$ cat src/rtl/instr_issuer.sv
// Instruction sequencer: fetches from a small writable program memory and hands
// each instruction to the control FSM with a valid/ready + done handshake.
//
//   state    | meaning
//   ---------+-----------------------------------------------------------
//   S_IDLE   | after reset, waiting for start
//   S_FETCH  | latch mem[pc] into instr, decode opcode
//   S_ISSUE  | instr_valid high, instr held until the FSM accepts it
//   S_WAIT   | instruction accepted, waiting for cpu_done
//   S_PAUSE  | single-step mode, waiting for a step pulse
//   S_HALTED | run ended (HALT, illegal opcode or end of memory)
module instr_issuer #(
    parameter int OP_SIZE  = 4,
    parameter int ARG_SIZE = 3,
    parameter int ARG_NUM  = 2,
    parameter int DEPTH    = 16,
    parameter int ADDR_W   = 4,
    localparam int INSTR_W = OP_SIZE + ARG_NUM * ARG_SIZE
) (
    input  logic               clk,
    input  logic               rst,
    input  logic               start,
    input  logic               step_mode,
    input  logic               step,
    input  logic               prog_we,
    input  logic [ADDR_W-1:0]  prog_addr,
    input  logic [INSTR_W-1:0] prog_data,
    output logic [INSTR_W-1:0] instr,
    output logic               instr_valid,
    input  logic               instr_ready,
    input  logic               cpu_done,
    output logic               busy,
    output logic               halted,
    output logic               illegal,
    output logic [ADDR_W-1:0]  pc
);

    localparam logic [OP_SIZE-1:0] OP_LOAD = OP_SIZE'(0);
    localparam logic [OP_SIZE-1:0] OP_MOVE = OP_SIZE'(1);
    localparam logic [OP_SIZE-1:0] OP_ADD  = OP_SIZE'(2);
    localparam logic [OP_SIZE-1:0] OP_XOR  = OP_SIZE'(3);
    localparam logic [OP_SIZE-1:0] OP_HALT = {OP_SIZE{1'b1}};
    localparam logic [ADDR_W-1:0]  LAST_ADDR = ADDR_W'(DEPTH - 1);

    typedef enum logic [2:0] {
        S_IDLE,
        S_FETCH,
        S_ISSUE,
        S_WAIT,
        S_PAUSE,
        S_HALTED
    } state_t;

    state_t state_q;
    state_t state_nxt;

    logic [INSTR_W-1:0] mem [DEPTH];
    logic [INSTR_W-1:0] fetch_word;
    logic [OP_SIZE-1:0] fetch_op;
    logic               fetch_legal;
    logic               fetch_halt;
    logic               run_start;

    assign fetch_word  = mem[pc];
    assign fetch_op    = fetch_word[INSTR_W-1 -: OP_SIZE];
    assign fetch_halt  = (fetch_op == OP_HALT);
    assign fetch_legal = (fetch_op == OP_LOAD) || (fetch_op == OP_MOVE) ||
                         (fetch_op == OP_ADD)  || (fetch_op == OP_XOR);
    assign run_start   = start && ((state_q == S_IDLE) || (state_q == S_HALTED));

    // Program memory has no reset so a program survives a mid-run abort.
    always_ff @(posedge clk) begin
        if (prog_we && !busy && (int'(prog_addr) < DEPTH)) begin
            mem[prog_addr] <= prog_data;
        end
    end

    always_ff @(posedge clk or negedge rst) begin
        if (!rst) begin
            state_q <= S_IDLE;
        end else begin
            state_q <= state_nxt;
        end
    end

    always_comb begin
        state_nxt = state_q;
        case (state_q)
            S_IDLE: begin
                if (start) state_nxt = S_FETCH;
            end
            S_FETCH: begin
                if (fetch_halt || !fetch_legal) state_nxt = S_HALTED;
                else                            state_nxt = S_ISSUE;
            end
            S_ISSUE: begin
                if (instr_ready) state_nxt = S_WAIT;
            end
            S_WAIT: begin
                if (cpu_done) begin
                    if (pc == LAST_ADDR) state_nxt = S_HALTED;
                    else if (step_mode)  state_nxt = S_PAUSE;
                    else                 state_nxt = S_FETCH;
                end
            end
            S_PAUSE: begin
                if (step) state_nxt = S_FETCH;
            end
            S_HALTED: begin
                if (start) state_nxt = S_FETCH;
            end
            default: state_nxt = S_IDLE;
        endcase
    end

    always_comb begin
        instr_valid = 1'b0;
        busy        = 1'b0;
        halted      = 1'b0;
        case (state_q)
            S_FETCH:  busy = 1'b1;
            S_ISSUE: begin
                busy        = 1'b1;
                instr_valid = 1'b1;
            end
            S_WAIT:   busy = 1'b1;
            S_PAUSE:  busy = 1'b1;
            S_HALTED: halted = 1'b1;
            default: begin
                busy   = 1'b0;
                halted = 1'b0;
            end
        endcase
    end

    // pc stays on the HALT / illegal word so software can see where the run ended.
    always_ff @(posedge clk or negedge rst) begin
        if (!rst) begin
            pc      <= '0;
            instr   <= '0;
            illegal <= 1'b0;
        end else begin
            if (run_start) begin
                pc      <= '0;
                illegal <= 1'b0;
            end
            if (state_q == S_FETCH) begin
                instr <= fetch_word;
                if (!fetch_halt && !fetch_legal) illegal <= 1'b1;
            end
            if ((state_q == S_WAIT) && cpu_done && (pc != LAST_ADDR)) begin
                pc <= pc + 1'b1;
            end
        end
    end

endmodule

$ cat config.mk
export PLATFORM = sky130hd
export DESIGN_NAME = instr_issuer
export DESIGN_NICKNAME = d
export VERILOG_FILES = /design/src/rtl/instr_issuer.sv
export SDC_FILE = /design/constraint.sdc
export NUM_CORES = 1
export LEC_CHECK = 0
export ABC_CLOCK_PERIOD_IN_PS = 3100
export CAP_MARGIN = 5
export CORE_ASPECT_RATIO = 1.25
export CORE_MARGIN = 4
export CORE_UTILIZATION = 50
export CTS_CLUSTER_SIZE = 25
export DETAILED_ROUTE_END_ITERATION = 8
export PLACE_DENSITY = 0.76
export RECOVER_POWER = 50
export SKIP_CTS_REPAIR_TIMING = 1
export SYNTH_ARGS = -nofsm -noshare
export SYNTH_HDL_FRONTEND = slang
export SYNTH_SLANG_ARGS = --single-unit
$ cat constraint.sdc
create_clock -name clk -period 3.1 [get_ports clk]
set_input_delay 0.465 -clock clk [delete_from_list [all_inputs] [get_ports clk]]
set_output_delay 0.465 -clock clk [all_outputs]
set_load 0.005 [all_outputs]
==> results of run 1 <==
## final cells by class
class	instances	area share, %
clock buffer	18	5.23
clock inverter	14	1.83
inverter	1	0.0447
multi-input combinational	183	20.7
sequential	178	62.7
tap	175	2.61
timing repair buffer	64	6.89
## worst reg2reg max path, cell delays in order, from the launching register on
cell and delay, ps:
dfrtp_1 510, nor2_1 180, xor2_1 300, nand4b_1 250, nor3_1 670, buf_4 310
## layer usage
metal  part of all wire [%]  vias up  GRT usage [%]  wire, um
met4                    1.9        0           6.82       277
met5                      0        -              0         0
met3                    8.2       21           4.35      1190
met1                     38     1909           24.3      5500
li1                       -     1652              -         -
met2                     52      156           32.6      7620
## flip-flops by register name (all words and copies together), names as in the netlist
| name | count |
|---|---|
| mem | 160 |
| instr | 10 |
| pc | 4 |
| state_q | 3 |
| illegal | 1 |
## power breakdown
group	internal [W]	switching (W)	total, W
Clock	0.00122	0.000893	0.00211
Sequential	0.00276	0.000144	0.00291
Combinational	0.000518	0.000464	0.000982
## cells in the final DEF, fill, tap and decap left out, drive strengths merged, types with 2 or more instances in the layout
| cell type | count |
|---|---|
| a211oi | 4 |
| a21oi | 3 |
| and3b | 2 |
| buf | 25 |
| bufinv | 2 |
| clkbuf | 18 |
| clkdlybuf4s50 | 19 |
| clkinv | 6 |
| clkinvlp | 3 |
| dfrtp | 18 |
| dlygate4sd3 | 20 |
| edfxtp | 160 |
| inv | 4 |
| mux2 | 3 |
| mux2i | 11 |
| mux4 | 40 |
| nand2 | 40 |
| nand2b | 3 |
| nand3 | 8 |
| nand3b | 2 |
| nand4 | 3 |
| nand4b | 2 |
| nor2 | 18 |
| nor2b | 5 |
| nor3 | 7 |
| o21ai | 13 |
| or4 | 3 |
| xor2 | 2 |
## worst max path at each step
stage | to | slack (ps) | cells after the start
after floorplan | mem[0][0] | 560 | 6
after global routing | pc[0] | 370 | 2
after CTS | pc[0] | 440 | 2
after global placement | mem[4][1] | 630 | 4
after detailed placement | illegal | 570 | 5
final | pc[0] | 500 | 2
## logic make-up (layout without fill, tap and decap cells)
family	count (synthesis)	after routing	synth area share [%]
AOI/OAI and AO/OA	26	26	2.22
xor gates and xnor gates	3	3	0.370
adders and majority gates	1	1	0.176
buffers and inverters	19	97	1.53
DFF	178	178	74.0
muxes	54	54	14.9
and+or+nand+nor	99	99	6.82
## through the flow
step | hold WS [ps] | total power [W] | util [%] | std cells | cell area [sq um]
after global placement | 459 | 0.00393 | 56.2 | 601 | 7800
after floorplan | 169 | 0.00356 | - | 380 | 7100
after CTS | 483 | 0.00606 | 60.5 | 633 | 8390
after global routing | 500 | 0.00623 | 60.5 | 633 | 8390
after detailed placement | 468 | 0.00396 | 56.2 | 601 | 7800
final | 472 | 0.00600 | 60.5 | 633 | 8390
==> results_dict.tcl, run 1 <==
set metrics [dict create \
    clock.fmax_mhz 384 \
    clk_pin_slew_ps 70 \
    holdPathEnd "instr[9]" \
    relSlewSlack_pct 45.8 \
    start_kind "register" \
    clk_latency_ps 430 \
    drc 0 \
    io_pins 40 \
    slowest_delay_ps 710 \
    n_antenna_cell 0 \
    setup_tns_ps 0 \
    grt_max_degree 28 \
    period_share_pct 84.0 \
    cap_violations 0 \
    reg2reg_from "state_q[0]" \
    r2r_cells 5 \
    drv_slew 0 \
    setup_viol 0 \
    ys_ff_latch 178 \
    dieHeight_um 141 \
    outcome "finished, final reports clean" \
    drive_gt1_share_pct 22.1 \
    cts_tree "built" \
    hp-class "reg -> reg" \
    seq_area_frac_synth_pct 74.0 \
    area_growth_pct 18.1 \
    hold_start "instr[9]" \
    gp_congestion 0.807 \
    num-fill-cells 950 \
    grt.overflow.total 0 \
    die_area_sq_um 16200 \
    crit_path_end_kind "output pin" \
    ff_latch_area_sq_um 5260 \
    clock_sinks 178 \
    synth_area_leaders "edfxtp_1 (68%), mux4_2 (11%), dfrtp_1 (6.3%)" \
    dp_hpwl_um 9020 \
    worstPathArrival_ps 2140 \
    cts-root-buf "clkbuf_16" \
    syn-cell-area_sq_um 7100 \
    path_buf_inv 2 \
    synth_cells 380 \
    wire_per_inst_um 23.1 \
    p_leak_nw 2.75 \
    grt_first_pass_wirelength_um 22200 \
    ant_nets 0 \
    r2r_slack_ps 570 \
    grt.total_usage_pct 19.2 \
    ys_async_sr_fraction_pct 10.1 \
    path_max_fanout 22 \
    synth_common_cells "edfxtp_1 (160), nand2_1 (40), mux4_2 (36)" \
    irDropWorstVdd_mv 0.478 \
    initial_utilization_pct 51.2 \
    num_rows 48 \
    rsz0062_at_grt "false" \
    ys_types 42 \
    cpLargestDelayFamily "buffers and inverters" \
    synth_edf_count 160 \
    crit_start "pc[0]" \
    crit_chain "buf_4 > clkdlybuf4s50_1" \
    synth.most_common_cell "edfxtp_1" \
    clockBufferDepth 2 \
    first_global_vias 3766 \
    tightest_slew_ps 810 \
    synth.avg_cell_area_sq_um 18.7 \
    cts-buffers-inserted 17 \
    p_per_area_nw_per_um2 715 \
    portBuffers 39 \
    routed_wl_um 14600 \
    finalHoldViolations 0 \
    yosys.area.top_type_share_pct 67.6 \
    multi_input_comb_area_sq_um 1740 \
    path_class "reg -> out" \
    htreeDepth 4 \
    synth.yosys.warnings 0 \
    worst_slack_ps 497 \
    dieWidth_um 115 \
    nNetsFinal 468 \
    cpMaxStageDelayCell "dfrtp_2" \
    vias 3738 \
    design.core.area_sq_um 13900 \
    r2r_end "mem[4][7]" \
    firstDrtPassIters 4 \
    place_ws_ps 575 \
    hold_depth 2 \
    finalCriticalPeriod_ps 2600 \
    finClkSkew_ps 11.1 \
    syn_nets 403 \
    drtIter0Drc 415 \
    synth_flop_cell "edfxtp_1" \
    synth.largest_area_cell "edfxtp_1" \
    antenna_found_initial 0 \
    cp.required_ps 2630 \
    avgViaCountPerCell 5.91 \
]
No activity file was read; power rests on OpenSTA's default activity.
==> run 2: changes to the inputs <==
--- a/config.mk
+++ b/config.mk
@@ -5,7 +5,7 @@
 export SDC_FILE = /design/constraint.sdc
 export NUM_CORES = 1
 export LEC_CHECK = 0
-export ABC_CLOCK_PERIOD_IN_PS = 3100
+export ABC_CLOCK_PERIOD_IN_PS = 2560
 export CAP_MARGIN = 5
 export CORE_ASPECT_RATIO = 1.25
 export CORE_MARGIN = 4
==> constraint.sdc (replaced) <==
create_clock -name clk -period 2.56 [get_ports clk]
set_input_delay 0.384 -clock clk [delete_from_list [all_inputs] [get_ports clk]]
set_output_delay 0.384 -clock clk [all_outputs]
set_load 0.005 [all_outputs]
==> run 2 against run 1 <==
Net effect:
- clock power rose by 26%
- utilization is 0.67 points higher
- sequential share of layout area is 0.68 points lower
- combinational power up 28%
- count of clock-buffer cells in the layout unchanged
- sequential power grew 20%
==> results_dict.tcl, run 2 (synthesis gave the netlist of run 1 again) <==
set metrics [dict create \
    outcome "finished, final reports clean" \
    cap_violations 0 \
    routed_wl_um 14600 \
    finClkSkew_ps 14.8 \
    start_kind "register" \
    hp-class "reg -> reg" \
    clk_latency_ps 430 \
    finalHoldViolations 0 \
    initial_utilization_pct 51.2 \
    drive_gt1_share_pct 23.0 \
    die_area_sq_um 16200 \
    first_global_vias 3795 \
    dp_hpwl_um 9220 \
    dieWidth_um 115 \
    cts-buffers-inserted 17 \
    place_inst 609 \
    worst_slack_ps 202 \
    setup_tns_ps 0 \
    stdcell_area_sq_um 8480 \
    design.core.area_sq_um 13900 \
    area_growth_pct 19.4 \
    num_rows 48 \
    dieHeight_um 141 \
    clock.fmax_mhz 424 \
    htreeDepth 4 \
    finalNonFillerCells 641 \
    relSlewSlack_pct 32.3 \
    p_per_area_nw_per_um2 872 \
    antenna_found_initial 0 \
    grt_max_degree 30 \
    clk_pin_slew_ps 70 \
    portBuffers 39 \
    drv_slew 0 \
    drtIter0Drc 484 \
    r2r_cells 6 \
    p_leak_nw 2.80 \
    cts_tree "built" \
    vias 3785 \
    regMostFlops "mem" \
    reg2reg_from "pc[0]" \
    placed_cell_area_sq_um 7870 \
    grt.total_usage_pct 19.3 \
    firstDrtPassIters 5 \
    switching_share_pct 24.7 \
    finalCriticalPeriod_ps 2360 \
    crit_path_end_kind "register" \
    r2r_slack_ps 200 \
    grt.overflow.total 0 \
    hold_depth 2 \
    tightest_slew_ps 1020 \
    ant_nets 0 \
    avgViaCountPerCell 5.90 \
    path_max_fanout 11 \
    pwr-share-comb_pct 17.0 \
    hold_start "instr[3]" \
    p_seq_share_pct 47.0 \
    largest_register_ffs 160 \
    n_antenna_cell 0 \
    place_ws_ps 234 \
    setup_viol 0 \
    rsz0062_at_grt "false" \
    irDropWorstVdd_mv 0.623 \
    cts-root-buf "clkbuf_16" \
    p_int_w 0.00557 \
    worstPathArrival_ps 2720 \
    layout.cells.most_common "edfxtp_1" \
    cp.required_ps 2930 \
    net-switching-power_w 0.00183 \
    grt_first_pass_wirelength_um 22500 \
    period_share_pct 92.1 \
    nNetsFinal 476 \
    gp_congestion 0.848 \
    drc 0 \
    path_class "reg -> reg" \
    crit_start "pc[0]" \
    clock_sinks 178 \
    p_clk_share_pct 36.0 \
    io_pins 40 \
    wire_per_inst_um 22.9 \
    top_regs "mem: 160 flops, instr: 10 flops, pc: 4 flops" \
    clockBufferDepth 2 \
    layout_common_cells "edfxtp_1 (160), nand2_1 (40), mux4_2 (36)" \
]
run 2: changes by cell type in the layout (fill, tap and decap cells not counted), sizes merged:
cell	delta
inv	+1
clkbuf	+1
clkinv	-2
bufinv	+1
buf	+7
run 2: power groups by stage:
stage	clock network [W]	logic, W	registers (W)
global route	0.00283	0.00138	0.00350
floorplan	0	0.000826	0.00348
global placement	0	0.00126	0.00353
detailed placement	0	0.00128	0.00354
finish	0.00266	0.00126	0.00348
CTS	0.00270	0.00130	0.00348
run 2: critical path: stages (launching register included):
cell and delay, ps:
dfrtp_2 540, buf_4 240, mux4_1 570, mux2_2 280, o21ai_0 380, or4_1 180
a22o_1 110
run 2: layout make-up:
class	instances	area (sq um)
Clock buffer	18	439
Tap cell	175	219
Fill cell	934	5390
Inverter	1	3.75
Clock inverter	14	178
Multi-Input combinational cell	183	1740
Sequential cell	178	5260
Timing Repair Buffer	72	647
run 2: worst paths after layout:
| kind | endpoint |
|---|---|
| min in group asynchronous | instr[5] |
| min reg2reg | instr[3] |
| max in group asynchronous | pc[1] |
| max reg2reg | illegal |
| min | instr[3] |
| max | illegal |
run 2: routing by layer:
metal / share of wire (%) / up-vias / track usage (%) / routed length, um
met5: 0 / - / 0 / 0
met4: 2.7 / 0 / 7.50 / 390
met3: 7.0 / 29 / 4.82 / 1020
met2: 51 / 156 / 30.5 / 7440
met1: 40 / 1924 / 26.1 / 5790
li1: - / 1676 / - / -
run 2: per-stage QoR:
stage	power [W]	util, %	hold WS [ps]
after floorplan	0.00431	-	88.4
after global placement	0.00479	56.7	459
after detailed placement	0.00483	56.7	462
after CTS	0.00748	61.2	290
after global routing	0.00771	61.2	499
final	0.00740	61.2	474
==> run 3: changes to the inputs <==
--- a/config.mk
+++ b/config.mk
@@ -12,7 +12,7 @@
 export CORE_UTILIZATION = 50
 export CTS_CLUSTER_SIZE = 25
 export DETAILED_ROUTE_END_ITERATION = 8
-export PLACE_DENSITY = 0.76
+export PLACE_DENSITY = 0.8
 export RECOVER_POWER = 50
 export SKIP_CTS_REPAIR_TIMING = 1
 export SYNTH_ARGS = -nofsm -noshare
==> constraint.sdc (replaced) <==
create_clock -name clk -period 2.56 [get_ports clk]
set_input_delay 0.512 -clock clk [delete_from_list [all_inputs] [get_ports clk]]
set_output_delay 0.512 -clock clk [all_outputs]
set_load 0.005 [all_outputs]
==> run 3 against run 2 <==
Net effect:
- setup slack got worse by 39 ps
- register-to-register slack got worse by 20 ps
- die area unchanged
- critical path depth decreased by 2
- via count increased by 0.18%
- clock power decreased by 2%
- combinational power about the same
- final area increased by 0.37%
- final cell count increased by 0.47%
- sequential power about the same
- flip-flop and latch count unchanged
==> results_dict.tcl, run 3 (synthesis gave the netlist of run 1 again) <==
set metrics [dict create \
    outcome "finished, final reports clean" \
    cts-root-buf "clkbuf_16" \
    grt.overflow.total 0 \
    cts-buffers-inserted 17 \
    layout_common_cells "edfxtp_1 (160), nand2_1 (40), mux4_2 (36)" \
    drc 0 \
    path_max_fanout 13 \
    portBuffers 39 \
    hold_ws_ps 391 \
    htreeDepth 4 \
    num-fill-cells 920 \
    rsz0062_at_grt "false" \
    num_rows 48 \
    io_pins 40 \
    drive_gt1_share_pct 23.5 \
    dieHeight_um 141 \
    setup_viol 0 \
    avgViaCountPerCell 5.89 \
    antenna_found_initial 0 \
    ant_nets 0 \
    cts_tree "built" \
    grt_first_pass_wirelength_um 22400 \
    initial_utilization_pct 51.2 \
    p_leak_nw 2.81 \
    clk_pin_slew_ps 70 \
    dp_hpwl_um 9670 \
    path_class "reg -> out" \
    finalHoldViolations 0 \
    area_growth_pct 19.9 \
    routed_wl_um 14400 \
    vias 3792 \
    irDropWorstVdd_mv 0.561 \
    wire_per_inst_um 22.4 \
    grt_max_degree 32 \
    clock_sinks 178 \
    setup_tns_ps 0 \
    cap_violations 0 \
    largest_register_ffs 160 \
    cp.required_ps 2050 \
    hp-class "in -> async" \
    clockBufferDepth 2 \
    p_per_area_nw_per_um2 867 \
    ff_latch_area_sq_um 5260 \
    top_regs "mem: 160 flops, instr: 10 flops, pc: 4 flops" \
    first_global_vias 3828 \
    dieWidth_um 115 \
    drtIter0Drc 363 \
    layout.cells.most_common "edfxtp_1" \
    worstPathArrival_ps 1880 \
    nNetsFinal 479 \
    finClkSkew_ps 9.95 \
    clk_latency_ps 420 \
    gp_congestion 0.858 \
    regMostFlops "mem" \
    drv_slew 0 \
    n_antenna_cell 0 \
    grt.total_usage_pct 18.9 \
    design.core.area_sq_um 13900 \
    start_kind "register" \
    finalCriticalPeriod_ps 2400 \
    die_area_sq_um 16200 \
    multi_input_comb_area_sq_um 1750 \
    relSlewSlack_pct 52.5 \
    crit_path_end_kind "output pin" \
    firstDrtPassIters 4 \
    clock.fmax_mhz 417 \
    period_share_pct 93.6 \
    tightest_slew_ps 713 \
]
[run 3: changes by cell type in the layout (fill, tap and decap cells not counted), sizes merged]
cell           before  now
inv                 5    6
clkdlybuf4s50      19   20
clkinvlp            3    4
buf                32   35
dlygate4sd3        20   19
clkinv              4    2
[run 3: power by group]
part           internal (W)  switching [W]
Clock               0.00155        0.00107
Combinational      0.000664       0.000610
Sequential          0.00335       0.000143
Total               0.00556        0.00183
[run 3: final timing paths]
| path | endpoint | cells past startpoint | startpoint | slack, ps |
|---|---|---|---|---|
| worst min-delay path | illegal | 1 | rst | 390 |
| worst max-delay path | busy | 4 | state_q[1] | 160 |
| worst min register to register | instr[5] | 2 | instr[5] | 470 |
| worst max register to register | illegal | 5 | pc[1] | 180 |
| min in group clk | instr[5] | 2 | instr[5] | 470 |
| max in group asynchronous | pc[1] | 2 | rst | 1210 |
[run 3: final cells by class]
type                    count  area share (%)
well taps                 175            2.57
clock buffers              18            5.04
flip-flops and latches    178            61.7
multi-input cells         183            20.5
repair buffers             75            8.01
clock inverters            14            2.07
inverters                   1          0.0441
[run 3: layer usage]
layer / vias up / GRT usage [%] / share of wire (%)
met5: - / 0 / 0
met4: 0 / 6.07 / 1.7
met3: 19 / 3.58 / 6.5
met2: 165 / 31.3 / 53
met1: 1934 / 25.4 / 39
li1: 1674 / - / -
[run 3: critical path: stages, from the launching register on]
cell	delay, ps
dfrtp_1	500
nor2_1	210
xor2_2	240
inv_1	70
clkdlybuf4s50_1	440
[run 3: stage by stage]
| step | setup slack, ps | total power, W | instance area [sq um] | std cells | util [%] |
|---|---|---|---|---|---|
| finish | 163 | 0.00738 | 8520 | 644 | 61.4 |
| global route | 50.8 | 0.00770 | 8520 | 644 | 61.4 |
| CTS | 123 | 0.00745 | 8510 | 644 | 61.4 |
| detailed placement | 186 | 0.00485 | 7910 | 612 | 57.0 |
| global placement | 219 | 0.00480 | 7910 | 612 | 57.0 |
| floorplan | 22.8 | 0.00431 | 7100 | 380 | - |
==> RTL edit 1, RTL diff (settings of run 3) <==
`ARG_NUM`: 2 -> 1.
--- a/src/rtl/instr_issuer.sv
+++ b/src/rtl/instr_issuer.sv
@@ -12,7 +12,7 @@
 module instr_issuer #(
     parameter int OP_SIZE  = 4,
     parameter int ARG_SIZE = 3,
-    parameter int ARG_NUM  = 2,
+    parameter int ARG_NUM  = 1,
     parameter int DEPTH    = 16,
     parameter int ADDR_W   = 4,
     localparam int INSTR_W = OP_SIZE + ARG_NUM * ARG_SIZE
Interface: changed (resized instr and prog_data); port bits go from 40 to 34. The function was not compared with the original's and may differ.
==> RTL edit 1 against run 3 <==
- register-to-register slack gained 170 ps
- setup slack gained 63 ps
- synthesized cell count down 26%
- count of clock-buffer cells in the layout unchanged
- sequential cell count fell by 51
- critical path depth is 1 lower
- power shrank 18%
- design area is 25% lower
- area after synthesis shrank 26%
- die area fell by 24%
- wire length fell by 28%
- clock skew decreased by 4.3 ps
- global-route usage grew 0.095 points
- largest power group unchanged
==> RTL edit 1: results (changes against run 3) <==
Tot GR Track Use=0.190 (+0.000950); max incr delay on CP=550 ps (+50 ps); unique cell type count in the Yosys netlist=46 (+9.5%); Filler Cell Count=669 (-27%); crit-path max FO=11 (-2); via count=2829 (-25%); layout cell share with drive strength beyond 1=0.207 (-0.0278); peak supply drop=509 uV (-9.2%); critical path arrival=1820 ps (-60 ps); Worst Hold Class=reg2reg; Clk. pwr=2.20 mW (-16%); area taken by multi-input logic gates=0.00142 sq mm (-19%); Synth area leaders=edfxtp_1 64%, mux4_1 8.0%, dfrtp_1 7.1%, mux4_2 5.5%, mux2i_1 2.1%; 1st-iter DRT viols=282 (-22%); Lkg Pwr=2.19 nW (-22%); FF-to-FF End=instr[0]; status=finished clean; Worst-Margin Slew=711 ps (-1.43 ps); clk_skew=5.66 ps (-4.29 ps); Worst-Skew Late Latency=400 ps (-20 ps); Post-synth EDFFs=112 (-30%); worst setup path end=halted; Top delay family on crit path=flip-flops; pin count of the biggest net entering global routing=31 (-3.1%); sw frac=0.257 (+0.00998); vias in the first global route=2922 (-24%); Top Registers=mem (112), instr (7), pc (4); clock slew at reported path FFs=50 ps (-20 ps); buffering overhead=0.0823 (+0.00225); flop2flop setup slack=350 ps (+170 ps); PortBufs=33 (-15%); Signal buffers=56 (-25%); Post-Route WL=10.4 mm (-28%); Syn Nets=303 (-25%); final hold slack=482 ps (+90.9 ps); dpl ws=290 ps (+104 ps); asr flop ratio synth=0.118 (+0.0170)
RTL edit 1: through the flow:
stage / util / cell area (sq um)
6_report: 0.628 / 6410
3_3_place_gp: 0.572 / 5840
3_5_place_dp: 0.572 / 5840
5_1_grt: 0.628 / 6410
4_1_cts: 0.627 / 6400
2_1_floorplan: - / 5280
RTL edit 1: kinds of logic (layout without fill, tap and decap cells):
family | Yosys count | after routing | synth area share
AO/OA/AOI/OAI | 28 | 28 | 0.0389
XOR/XNOR | 3 | 3 | 0.00498
adder cells (fa/ha/maj) | 1 | 1 | 0.00237
buffers and inverters | 17 | 92 | 0.0247
flip-flops | 127 | 127 | 0.709
multiplexers | 43 | 43 | 0.162
AND/OR/NAND/NOR | 64 | 64 | 0.0581
RTL edit 1: layer usage:
metal / track usage / part of all wire
met5: 0 / 0
met4: 0.0863 / 0.019
met3: 0.0529 / 0.070
met2: 0.309 / 0.51
met1: 0.237 / 0.40
==> RTL edit 2, RTL diff (settings of run 3) <==
Made on the original files. Register the input `step_mode` before use, without a reset. The logic sees it one clock later. The other inputs are not delayed to match.
--- a/src/rtl/instr_issuer.sv
+++ b/src/rtl/instr_issuer.sv
@@ -51,6 +51,12 @@
         S_HALTED
     } state_t;
 
+    logic step_mode_q;
+
+    always_ff @(posedge clk) begin
+        step_mode_q <= step_mode;
+    end
+
     state_t state_q;
     state_t state_nxt;
 
@@ -99,7 +105,7 @@
             S_WAIT: begin
                 if (cpu_done) begin
                     if (pc == LAST_ADDR) state_nxt = S_HALTED;
-                    else if (step_mode)  state_nxt = S_PAUSE;
+                    else if (step_mode_q)  state_nxt = S_PAUSE;
                     else                 state_nxt = S_FETCH;
                 end
             end
Function: changed (Yosys sat finds a counterexample within 10 cycles, from zero or initial values and one cycle with rst low).
==> RTL edit 2 against run 3 <==
- power down 0.76%
- core utilization shrank 0.63 points
- wire length rose by 6.5%
- setup slack better by 6.5 ps
- sequential cell count up 1
- maximum frequency grew 0.27%
- design area decreased by 0.16%
- area after synthesis is 1.4% higher
==> RTL edit 2: results (changes against run 3) <==
crit-path max FO=2 (-11); Synth Area in Compound Gates=0.0226 (+0.000382); pin count of the biggest net entering global routing=40 (+25%); met1 track demand over resource=0.253 (-0.000396); GP Congestion=0.827 (-3.7%); dpl hpwl=9.97 mm (+3.1%); grt met2 use=0.350 (+0.0369); hold path depth=1; PortBufs=39 (unchanged); unique cell type count in the Yosys netlist=44 (+4.8%); ANT cells=0 (unchanged); asr flop ratio synth=0.101 (-0.000565); Rel. slew slack=0.394 (-0.131); H-tree depth=4 (unchanged); via count=3730 (-1.6%); first-pass GRT wire length=23.6 mm (+5.6%); Final nets=455 (-5.0%); layout cell share with drive strength beyond 1=0.234 (-0.000834); Worst-Skew Late Latency=around 430 ps; area share of fa/ha/maj cells after synthesis=0.00174 (-0.0000248); Synth area leaders=edfxtp_1 67%, mux4_2 7.5%, mux4_1 7.3%, dfrtp_1 6.3%, mux2_2 1.7%; Worst Hold Class=reg2reg; Ys Warns=0 (unchanged); XOR/XNOR share of the synthesized area=0.00365 (-0.0000520); initial antenna violation count=0 (unchanged); Synth Flop Type=edfxtp_1; largest register by flop count=mem; clk_skew=7.59 ps (-2.36 ps); root buf cell=clkbuf_16; status=finished clean; M3 GR Usage=0.0404 (+0.00457); reg2reg path depth=4 (-1); Post-Route WL=15.4 mm (+6.5%); total CTS buffers=17 (unchanged); clock slew at reported path FFs=roughly 60 ps; Tot GR Track Use=0.203 (+0.0143); Lkg Pwr=2.80 nW (-0.38%); Syn Nets=381 (-5.5%); clock tree buffer depth=2 (unchanged); Commonest cells post-synth=160 x edfxtp_1, 24 x mux4_2, 22 x nor2_1; Top Registers=mem (160), instr (10), pc (4); vias in the first global route=3890 (+1.6%); drt pass-1 iters=5 (+1); Post-synth EDFFs=160 (unchanged); peak supply drop=490 uV (-13%); critical path arrival=1880 ps (about the same); 1st-iter DRT viols=440 (+21%); post-synthesis sequential area ratio=0.732 (-0.00763); post-synthesis mux area share=0.174 (+0.0246)
RTL edit 2: path summary, 6_finish.rpt:
kind / to / from / slack, ps
min reg2reg: instr[7] / instr[7] / 490
min in group asynchronous: state_q[2] / rst / 660
max: busy / state_q[2] / 170
min: instr[7] / instr[7] / 490
max in group asynchronous: pc[1] / rst / 1240
max reg2reg: instr[4] / pc[0] / 360
RTL edit 2: kinds of logic (layout without fill, tap and decap cells):
| logic type | after synthesis | in the layout |
|---|---|---|
| DFF | 179 | 179 |
| and+or+nand+nor | 68 | 68 |
| muxes | 61 | 61 |
| AOI/OAI and AO/OA | 24 | 24 |
| buffers and inverters | 22 | 109 |
| xor gates and xnor gates | 3 | 3 |
| adders and majority gates | 1 | 1 |
RTL edit 2: per-stage QoR:
stage                     area (sq um)  std cells  setup WS [ps]
after global placement            7950        586            186
after global routing              8500        620           84.3
after floorplan                   7210        358           20.6
after CTS                         8480        618           -107
final                             8500        620            170
after detailed placement          7950        586            177
RTL edit 2: report_power, final:
group | switching [mW] | total (mW) | internal (mW)
Clock | 1.09 | 2.34 | 1.25
Sequential | 0.0909 | 3.47 | 3.38
Combinational | 0.742 | 1.51 | 0.771
RTL edit 2: layer usage:
layer / share of wire / wire [microns]
met1: 0.38 / 5810
met2: 0.53 / 8190
met3: 0.059 / 906
met4: 0.029 / 442
met5: 0 / 0
RTL edit 2: area by class of cell:
cell class / count / area (sq um)
Tap cell: 175 / 219
Sequential cell: 179 / 5280
Multi-Input combinational cell: 157 / 1790
Fill cell: 973 / 5490
Clock buffer: 18 / 429
Clock inverter: 14 / 105
Timing Repair Buffer: 74 / 666
Inverter: 3 / 11.3
RTL edit 2: critical path: stages (launching register included):
cell	delay, ps
dfrtp_1	390
xnor2_1	440
clkdlybuf4s50_1	620
